===== config.mk =====
export PLATFORM = sky130hd
export DESIGN_NAME = mul_div_unit
export DESIGN_NICKNAME = d
export VERILOG_FILES = /design/src/rtl/mul_div_unit_pkg.sv /design/src/rtl/mul_div_step.sv /design/src/rtl/mul_div_unit.sv
export SDC_FILE = /design/constraint.sdc
export NUM_CORES = 1
export LEC_CHECK = 0
export ABC_CLOCK_PERIOD_IN_PS = 9100
export BUFFER_PORTS_ARGS = -buffer_cell sky130_fd_sc_hd__buf_2
export CAP_MARGIN = 20
export CORE_MARGIN = 3
export CORE_UTILIZATION = 40
export CTS_CLUSTER_SIZE = 14
export DETAILED_ROUTE_END_ITERATION = 8
export PLACE_DENSITY = 0.64
export SETUP_SLACK_MARGIN = 0.05
export SYNTH_ARGS = -nofsm -noshare
export SYNTH_HDL_FRONTEND = slang
export SYNTH_SLANG_ARGS = --single-unit

===== constraint.sdc =====
create_clock -name clock -period 9.1 [get_ports clock]
set_input_delay 1.365 -clock clock [delete_from_list [all_inputs] [get_ports clock]]
set_output_delay 1.365 -clock clock [all_outputs]
set_load 0.01 [all_outputs]

===== src/rtl/mul_div_unit_pkg.sv =====
// rtl/mul_div_unit_pkg.sv - shared enums and width helper for the multiply/divide unit
package mul_div_unit_pkg;

    typedef enum logic [2:0] {
        NONE  = 3'd0,
        MULT  = 3'd1,
        MULTU = 3'd2,
        DIV   = 3'd3,
        DIVU  = 3'd4,
        MTHI  = 3'd5,
        MTLO  = 3'd6
    } MulDivCodeEnum;

    typedef enum logic [1:0] {
        IDLE = 2'd0,
        CALC = 2'd1,
        FIX  = 2'd2
    } MulDivStateEnum;

    // Number of bits needed to hold the value itself (so a counter can reach it)
    function automatic int GetMinWidth(input int value);
        int w;
        w = 1;
        while ((1 << w) <= value) begin
            w = w + 1;
        end
        return w;
    endfunction

endpackage


===== src/rtl/mul_div_step.sv =====
// rtl/mul_div_step.sv - one radix-2 iteration of shift-add multiply or restoring divide
module mul_div_step #(
    parameter int BitWidth = 32
) (
    input  logic                    div_mode,
    input  logic [2*BitWidth-1:0]   acc,
    input  logic [BitWidth-1:0]     operand,
    output logic [2*BitWidth-1:0]   acc_next,
    output logic                    q_bit
);

    logic [BitWidth:0]   sum;
    logic [BitWidth:0]   trial;
    logic [BitWidth:0]   diff;

    // Multiply: {hi, multiplier} accumulator, add on lsb then shift right.
    // Divide: {remainder, dividend} accumulator, shift left then trial-subtract.
    // The remainder stays below the divisor, so trial < 2*divisor and the msb of a
    // (BitWidth+1)-bit difference is a clean borrow flag.
    always_comb begin
        sum      = {1'b0, acc[2*BitWidth-1:BitWidth]}
                 + {1'b0, (acc[0] ? operand : {BitWidth{1'b0}})};
        trial    = {acc[2*BitWidth-1:BitWidth], acc[BitWidth-1]};
        diff     = trial - {1'b0, operand};
        q_bit    = 1'b0;
        acc_next = {sum, acc[BitWidth-1:1]};
        if (div_mode) begin
            q_bit    = ~diff[BitWidth];
            acc_next = {(q_bit ? diff[BitWidth-1:0] : trial[BitWidth-1:0]),
                        acc[BitWidth-2:0], 1'b0};
        end
    end

endmodule


===== src/rtl/mul_div_unit.sv =====
// rtl/mul_div_unit.sv - iterative MULT/MULTU/DIV/DIVU unit with private HI/LO registers
module mul_div_unit
    import mul_div_unit_pkg::*;
#(
    parameter int BitWidth = 32
) (
    input  logic                clock,
    input  logic                reset,
    input  logic                start,
    input  MulDivCodeEnum       op,
    input  logic [BitWidth-1:0] a,
    input  logic [BitWidth-1:0] b,
    input  logic                cancel,
    output logic                busy,
    output logic                done,
    output logic [BitWidth-1:0] hi,
    output logic [BitWidth-1:0] lo,
    output logic                divByZero
);

    localparam int CntW = GetMinWidth(BitWidth);
    localparam logic [CntW-1:0] LastStep = CntW'(BitWidth - 1);

    MulDivStateEnum          state_q, state_d;
    logic [CntW-1:0]         cnt_q, cnt_d;
    logic [2*BitWidth-1:0]   acc_q, acc_d;
    logic [BitWidth-1:0]     opnd_q, opnd_d;
    logic                    is_div_q, is_div_d;
    logic                    neg_main_q, neg_main_d;
    logic                    neg_rem_q, neg_rem_d;
    logic [BitWidth-1:0]     hi_q, hi_d;
    logic [BitWidth-1:0]     lo_q, lo_d;
    logic                    dbz_q, dbz_d;
    logic                    done_q, done_d;
    logic                    pend_q, pend_d;

    logic                    is_signed_op, is_div_op, is_long_op, b_zero;
    logic                    a_neg, b_neg;
    logic [BitWidth-1:0]     a_mag, b_mag;
    logic [2*BitWidth-1:0]   step_acc;
    logic                    step_q;
    logic [2*BitWidth-1:0]   prod_fixed;
    logic [BitWidth-1:0]     quot_fixed, rem_fixed;

    mul_div_step #(.BitWidth(BitWidth)) u_step (
        .div_mode (is_div_q),
        .acc      (acc_q),
        .operand  (opnd_q),
        .acc_next (step_acc),
        .q_bit    (step_q)
    );

    // Decode the request and form operand magnitudes and final sign-corrected results
    always_comb begin
        is_signed_op = (op == MULT) || (op == DIV);
        is_div_op    = (op == DIV) || (op == DIVU);
        is_long_op   = (op == MULT) || (op == MULTU) || is_div_op;
        b_zero       = (b == {BitWidth{1'b0}});
        a_neg        = is_signed_op && a[BitWidth-1];
        b_neg        = is_signed_op && b[BitWidth-1];
        a_mag        = a_neg ? -a : a;
        b_mag        = b_neg ? -b : b;
        prod_fixed   = neg_main_q ? -acc_q : acc_q;
        quot_fixed   = neg_main_q ? -acc_q[BitWidth-1:0] : acc_q[BitWidth-1:0];
        rem_fixed    = neg_rem_q ? -acc_q[2*BitWidth-1:BitWidth] : acc_q[2*BitWidth-1:BitWidth];
    end

    // State register and all datapath flops
    always_ff @(posedge clock) begin
        if (reset) begin
            state_q    <= IDLE;
            cnt_q      <= '0;
            acc_q      <= '0;
            opnd_q     <= '0;
            is_div_q   <= 1'b0;
            neg_main_q <= 1'b0;
            neg_rem_q  <= 1'b0;
            hi_q       <= '0;
            lo_q       <= '0;
            dbz_q      <= 1'b0;
            done_q     <= 1'b0;
            pend_q     <= 1'b0;
        end else begin
            state_q    <= state_d;
            cnt_q      <= cnt_d;
            acc_q      <= acc_d;
            opnd_q     <= opnd_d;
            is_div_q   <= is_div_d;
            neg_main_q <= neg_main_d;
            neg_rem_q  <= neg_rem_d;
            hi_q       <= hi_d;
            lo_q       <= lo_d;
            dbz_q      <= dbz_d;
            done_q     <= done_d;
            pend_q     <= pend_d;
        end
    end

    // Next-state: only long ops with a usable divisor enter CALC; cancel beats FIX completion
    always_comb begin
        state_d = state_q;
        unique case (state_q)
            IDLE: if (start && is_long_op && !(is_div_op && b_zero)) state_d = CALC;
            CALC: if (cancel) state_d = IDLE;
                  else if (cnt_q == LastStep) state_d = FIX;
            FIX:  state_d = IDLE;
            default: state_d = IDLE;
        endcase
    end

    // Datapath next values; short ops (MTHI/MTLO, divide by zero) raise done one edge later via pend
    always_comb begin
        cnt_d      = cnt_q;
        acc_d      = acc_q;
        opnd_d     = opnd_q;
        is_div_d   = is_div_q;
        neg_main_d = neg_main_q;
        neg_rem_d  = neg_rem_q;
        hi_d       = hi_q;
        lo_d       = lo_q;
        dbz_d      = dbz_q;
        done_d     = 1'b0;
        pend_d     = 1'b0;
        unique case (state_q)
            IDLE: begin
                done_d = pend_q;
                if (start) begin
                    if (is_long_op && is_div_op && b_zero) begin
                        dbz_d  = 1'b1;
                        pend_d = 1'b1;
                    end else if (is_long_op) begin
                        dbz_d      = 1'b0;
                        cnt_d      = '0;
                        is_div_d   = is_div_op;
                        neg_main_d = a_neg ^ b_neg;
                        neg_rem_d  = a_neg;
                        acc_d      = {{BitWidth{1'b0}}, (is_div_op ? a_mag : b_mag)};
                        opnd_d     = is_div_op ? b_mag : a_mag;
                    end else if (op == MTHI) begin
                        hi_d   = a;
                        pend_d = 1'b1;
                    end else if (op == MTLO) begin
                        lo_d   = a;
                        pend_d = 1'b1;
                    end
                end
            end
            CALC: begin
                if (cancel) begin
                    cnt_d = '0;
                end else begin
                    acc_d = step_acc | {{(2*BitWidth-1){1'b0}}, step_q};
                    cnt_d = (cnt_q == LastStep) ? '0 : cnt_q + 1'b1;
                end
            end
            FIX: begin
                if (!cancel) begin
                    if (is_div_q) begin
                        hi_d = rem_fixed;
                        lo_d = quot_fixed;
                    end else begin
                        hi_d = prod_fixed[2*BitWidth-1:BitWidth];
                        lo_d = prod_fixed[BitWidth-1:0];
                    end
                    done_d = 1'b1;
                end
            end
            default: ;
        endcase
    end

    // Outputs: busy is pure state, everything else straight from registers
    always_comb begin
        busy      = (state_q != IDLE);
        done      = done_q;
        hi        = hi_q;
        lo        = lo_q;
        divByZero = dbz_q;
    end

endmodule


==> impl_metrics.csv <==
group,metric,value,unit
clock_network,path_clk_slew,0.08,ns
synthesis,synth_edf_count,0,
clock_network,ctsResizeCount,0,
pwr,power.density,138,nW/um^2
pwr,vdd_drop_max,0.151,mV
setup_path,crit_type,"register to register",
synthesis,ys_types,64,
pwr,leakage,6.41,nW
synthesis,synth_compound_gate_area_share,0.266,
synthesis,yosysSeqAreaShare,0.236,
timing,fin_crit,5.13,ns
clock_network,cts_buffer_depth,2,
clock_network,cts_buffers,17,
place,pre_cts_slack,3.70,ns
synthesis,synth_top_area_cell,"dfxtp_1",
timing,fin_skew,0.0178,ns
die,ios,138,
synthesis,synthAdderAreaFrac,0.0613,
timing,final-hold-violation-count,0,
clock_network,hold_buffers,0,
synthesis,synthTopCellsByArea,"dfxtp_1 (24%), nor2_1 (7.5%), a21oi_1 (7.3%), nand2_1 (6.2%), xnor2_1 (5.9%)",
timing,slew-limit-headroom,0.183,
place,port-buffer-count,137,
pwr,p_seq_frac,0.386,
timing,grt_setup_unrepaired,"no",
die,rows,69,
synthesis,synth-main-ff-cell,"dfxtp_1",
detailed_routing,wl_per_cell,20.8,um
final_layout,layout.cells.non_filler,2601,
die,fp.dieW,198,um
grt,grt.overflow.total,0,
pwr,power,2.24,mW
setup_path,path_max_fanout,24,
die,die_area,39200,sq um
pwr,comb_power_share,0.275,
min_path,hp-class,"register to register",
final_layout,design_area,16200,sq um
setup_path,crit_required,9.45,ns
setup_path,reg2reg_depth,15,
place,globalplace.congestion,0.941,
synthesis,async_reset_ff_frac,0,
final_layout,syn_to_final_growth,10.3,%
min_path,hp-start,"hi[29]",
die,initial_utilization,0.410,
synthesis,ys_ff_latch,174,
place,dp_hpwl,41100,um
detailed_routing,wl,54000,um
setup_path,start_kind,"register",
min_path,min_to,"hi[29]",
synthesis,synth_top_area_share,0.236,
timing,worst_slack,3.97,ns
clock_network,cts_sinks,174,
detailed_routing,ant_nets,0,
die,die_height,198,um
final_layout,nets,2267,
pwr,switching_share,0.366,
timing,fmax,195,MHz
grt,grt_max_degree,89,
pwr,p_clk_frac,0.339,
clock_network,cts_root_buf,"clkbuf_16",
detailed_routing,first_iter_violations,2077,
synthesis,yosys.area_share.simple,0.240,
pwr,p_switching,0.819,mW
detailed_routing,via_count,15823,
grt,grt_pass1_wl,81500,um
synthesis,synth.cell_area,14700,sq um
detailed_routing,via_per_inst,6.08,
synthesis,synth_top_family_by_area,"compound AO/OA/AOI/OAI gates",
place,placed_area,15600,sq um
setup_path,setup.worst_path.end_class,"register",
timing,tightest_slew,1.21,ns
grt,grt_pass1_vias,14015,
timing,finalSetupTns,0,ns
final_layout,mostFrequentLayoutCells,"nor2_1 (293), nand2_1 (242), a21oi_1 (216)",
clock_network,insertion_delay,0.46,ns
setup_path,rr_startpoint,"acc_q[31]",
clock_network,htreeDepth,4,
timing,slew_viol_final,0,
run_status,outcome,"finished clean",
synthesis,synthMuxAreaShare,0.0389,
detailed_routing,drt_pass1_iterations,7,
synthesis,ys_warn_count,0,
synthesis,synth_xor_area_frac,0.104,
synthesis,synth_fp_nets,2230,
synthesis,netlist_instances,2088,
setup_path,r2r-end,"acc_q[41]",
synthesis,syn_avg_cell_area,7.05,sq um
clock_network,cts_tree,"done",
timing,final-setup-viol-count,0,
setup_path,worstPathArrival,5.48,ns
timing,min_period_over_period,0.563,
pwr,p_int,1.42,mW
final_layout,final_common_cell,"nor2_1",
grt,antenna_found_initial,2,
detailed_routing,drcViolationCount,0,
grt,grt_usage,0.265,
place,dp.cells,2566,
flow_run,max-cap-violations,0,
setup_path,rrSetupSlack,3.97,ns
min_path,min_path_cells,2,
final_layout,drive_gt1_frac,0.101,
die,core,35900,sq um
clock_network,post_cts_buffers,0,
[sequential cells by signal, summed over array words and instances (netlist names)]
name / count
lo: 32
neg_rem_q: 1
cnt_q: 6
done: 1
opnd_q: 32
pend_q: 1
divByZero: 1
hi: 32
state_q: 2
acc_q: 64
is_div_q: 1
neg_main_q: 1
[power by group through the flow]
stage | Clock (mW) | Combinational [mW] | Sequential [mW]
2_1_floorplan | 0 | 0.440 | 0.845
3_3_place_gp | 0 | 0.596 | 0.876
3_5_place_dp | 0 | 0.603 | 0.878
4_1_cts | 0.761 | 0.606 | 0.860
5_1_grt | 0.794 | 0.673 | 0.867
6_report | 0.758 | 0.616 | 0.864
[synth_stat cells (all sizes together) (21+ instances only)]
library cell and number:
nor2 295, nand2 242, a21oi 216, dfxtp 174, clkbuf 117, o21ai 115, xnor2 99, xor2 76
a211oi 73, ha 69, inv 61, mux2i 55, nand3 53, nor3 47, a21o 36, o31ai 29
a311oi 27, nand2b 27, buf 24, a22oi 21
[final cells by class]
| cell class | count | area, sq um |
|---|---|---|
| flip-flops and latches | 174 | 3480 |
| fillers | 3705 | 19700 |
| well taps | 461 | 577 |
| diodes | 2 | 5.00 |
| clock inverters | 14 | 148 |
| clock buffers | 18 | 439 |
| repair buffers | 159 | 853 |
| inverters | 61 | 229 |
| multi-input cells | 1712 | 10500 |
[worst max-delay path, stage by stage, from the launching register on]
cell       delay, ns
dfxtp_1         0.46
inv_1           0.15
ha_1            0.26
fa_1            0.38
nand2b_1        0.20
a21oi_1         0.23
o21ai_0         0.30
a2111oi_0       0.61
buf_4           0.22
a21oi_1         0.14
a21oi_1         0.37
xor2_4          0.67
buf_4           0.45
mux2i_1         0.25
mux2i_1         0.09
a22o_1          0.21
[stage by stage]
stage	util	hold slack, ns
after floorplan	-	0.432
after global placement	0.435	0.443
after detailed placement	0.435	0.446
after CTS	0.452	0.456
after global routing	0.452	0.470
final	0.452	0.453
[metal layers]
metal,GRT usage,part of all wire,wire length (um),vias to the layer above
li1,-,-,-,7541
met1,0.395,0.45,24000,7304
met2,0.379,0.41,22200,871
met3,0.0541,0.11,5910,107
met4,0.0889,0.034,1840,0
met5,0,0,0,-
[cell families after synthesis]
| logic type | Yosys count |
|---|---|
| AOI/OAI and AO/OA | 621 |
| xor gates and xnor gates | 175 |
| adders and majority gates | 71 |
| buffers and inverters | 202 |
| DFF | 174 |
| muxes | 57 |
| and+or+nand+nor | 788 |
[worst max-delay path by stage]
stage,start,slack (ns),end
finish,acc_q[31],3.97,acc_q[41]
global route,acc_q[31],3.71,acc_q[41]
CTS,acc_q[31],4.07,acc_q[41]
detailed placement,b[5],3.70,acc_q[45]
global placement,b[5],3.81,acc_q[47]
floorplan,b[5],4.98,lo[22]
Power figures use the tool's default switching activity.
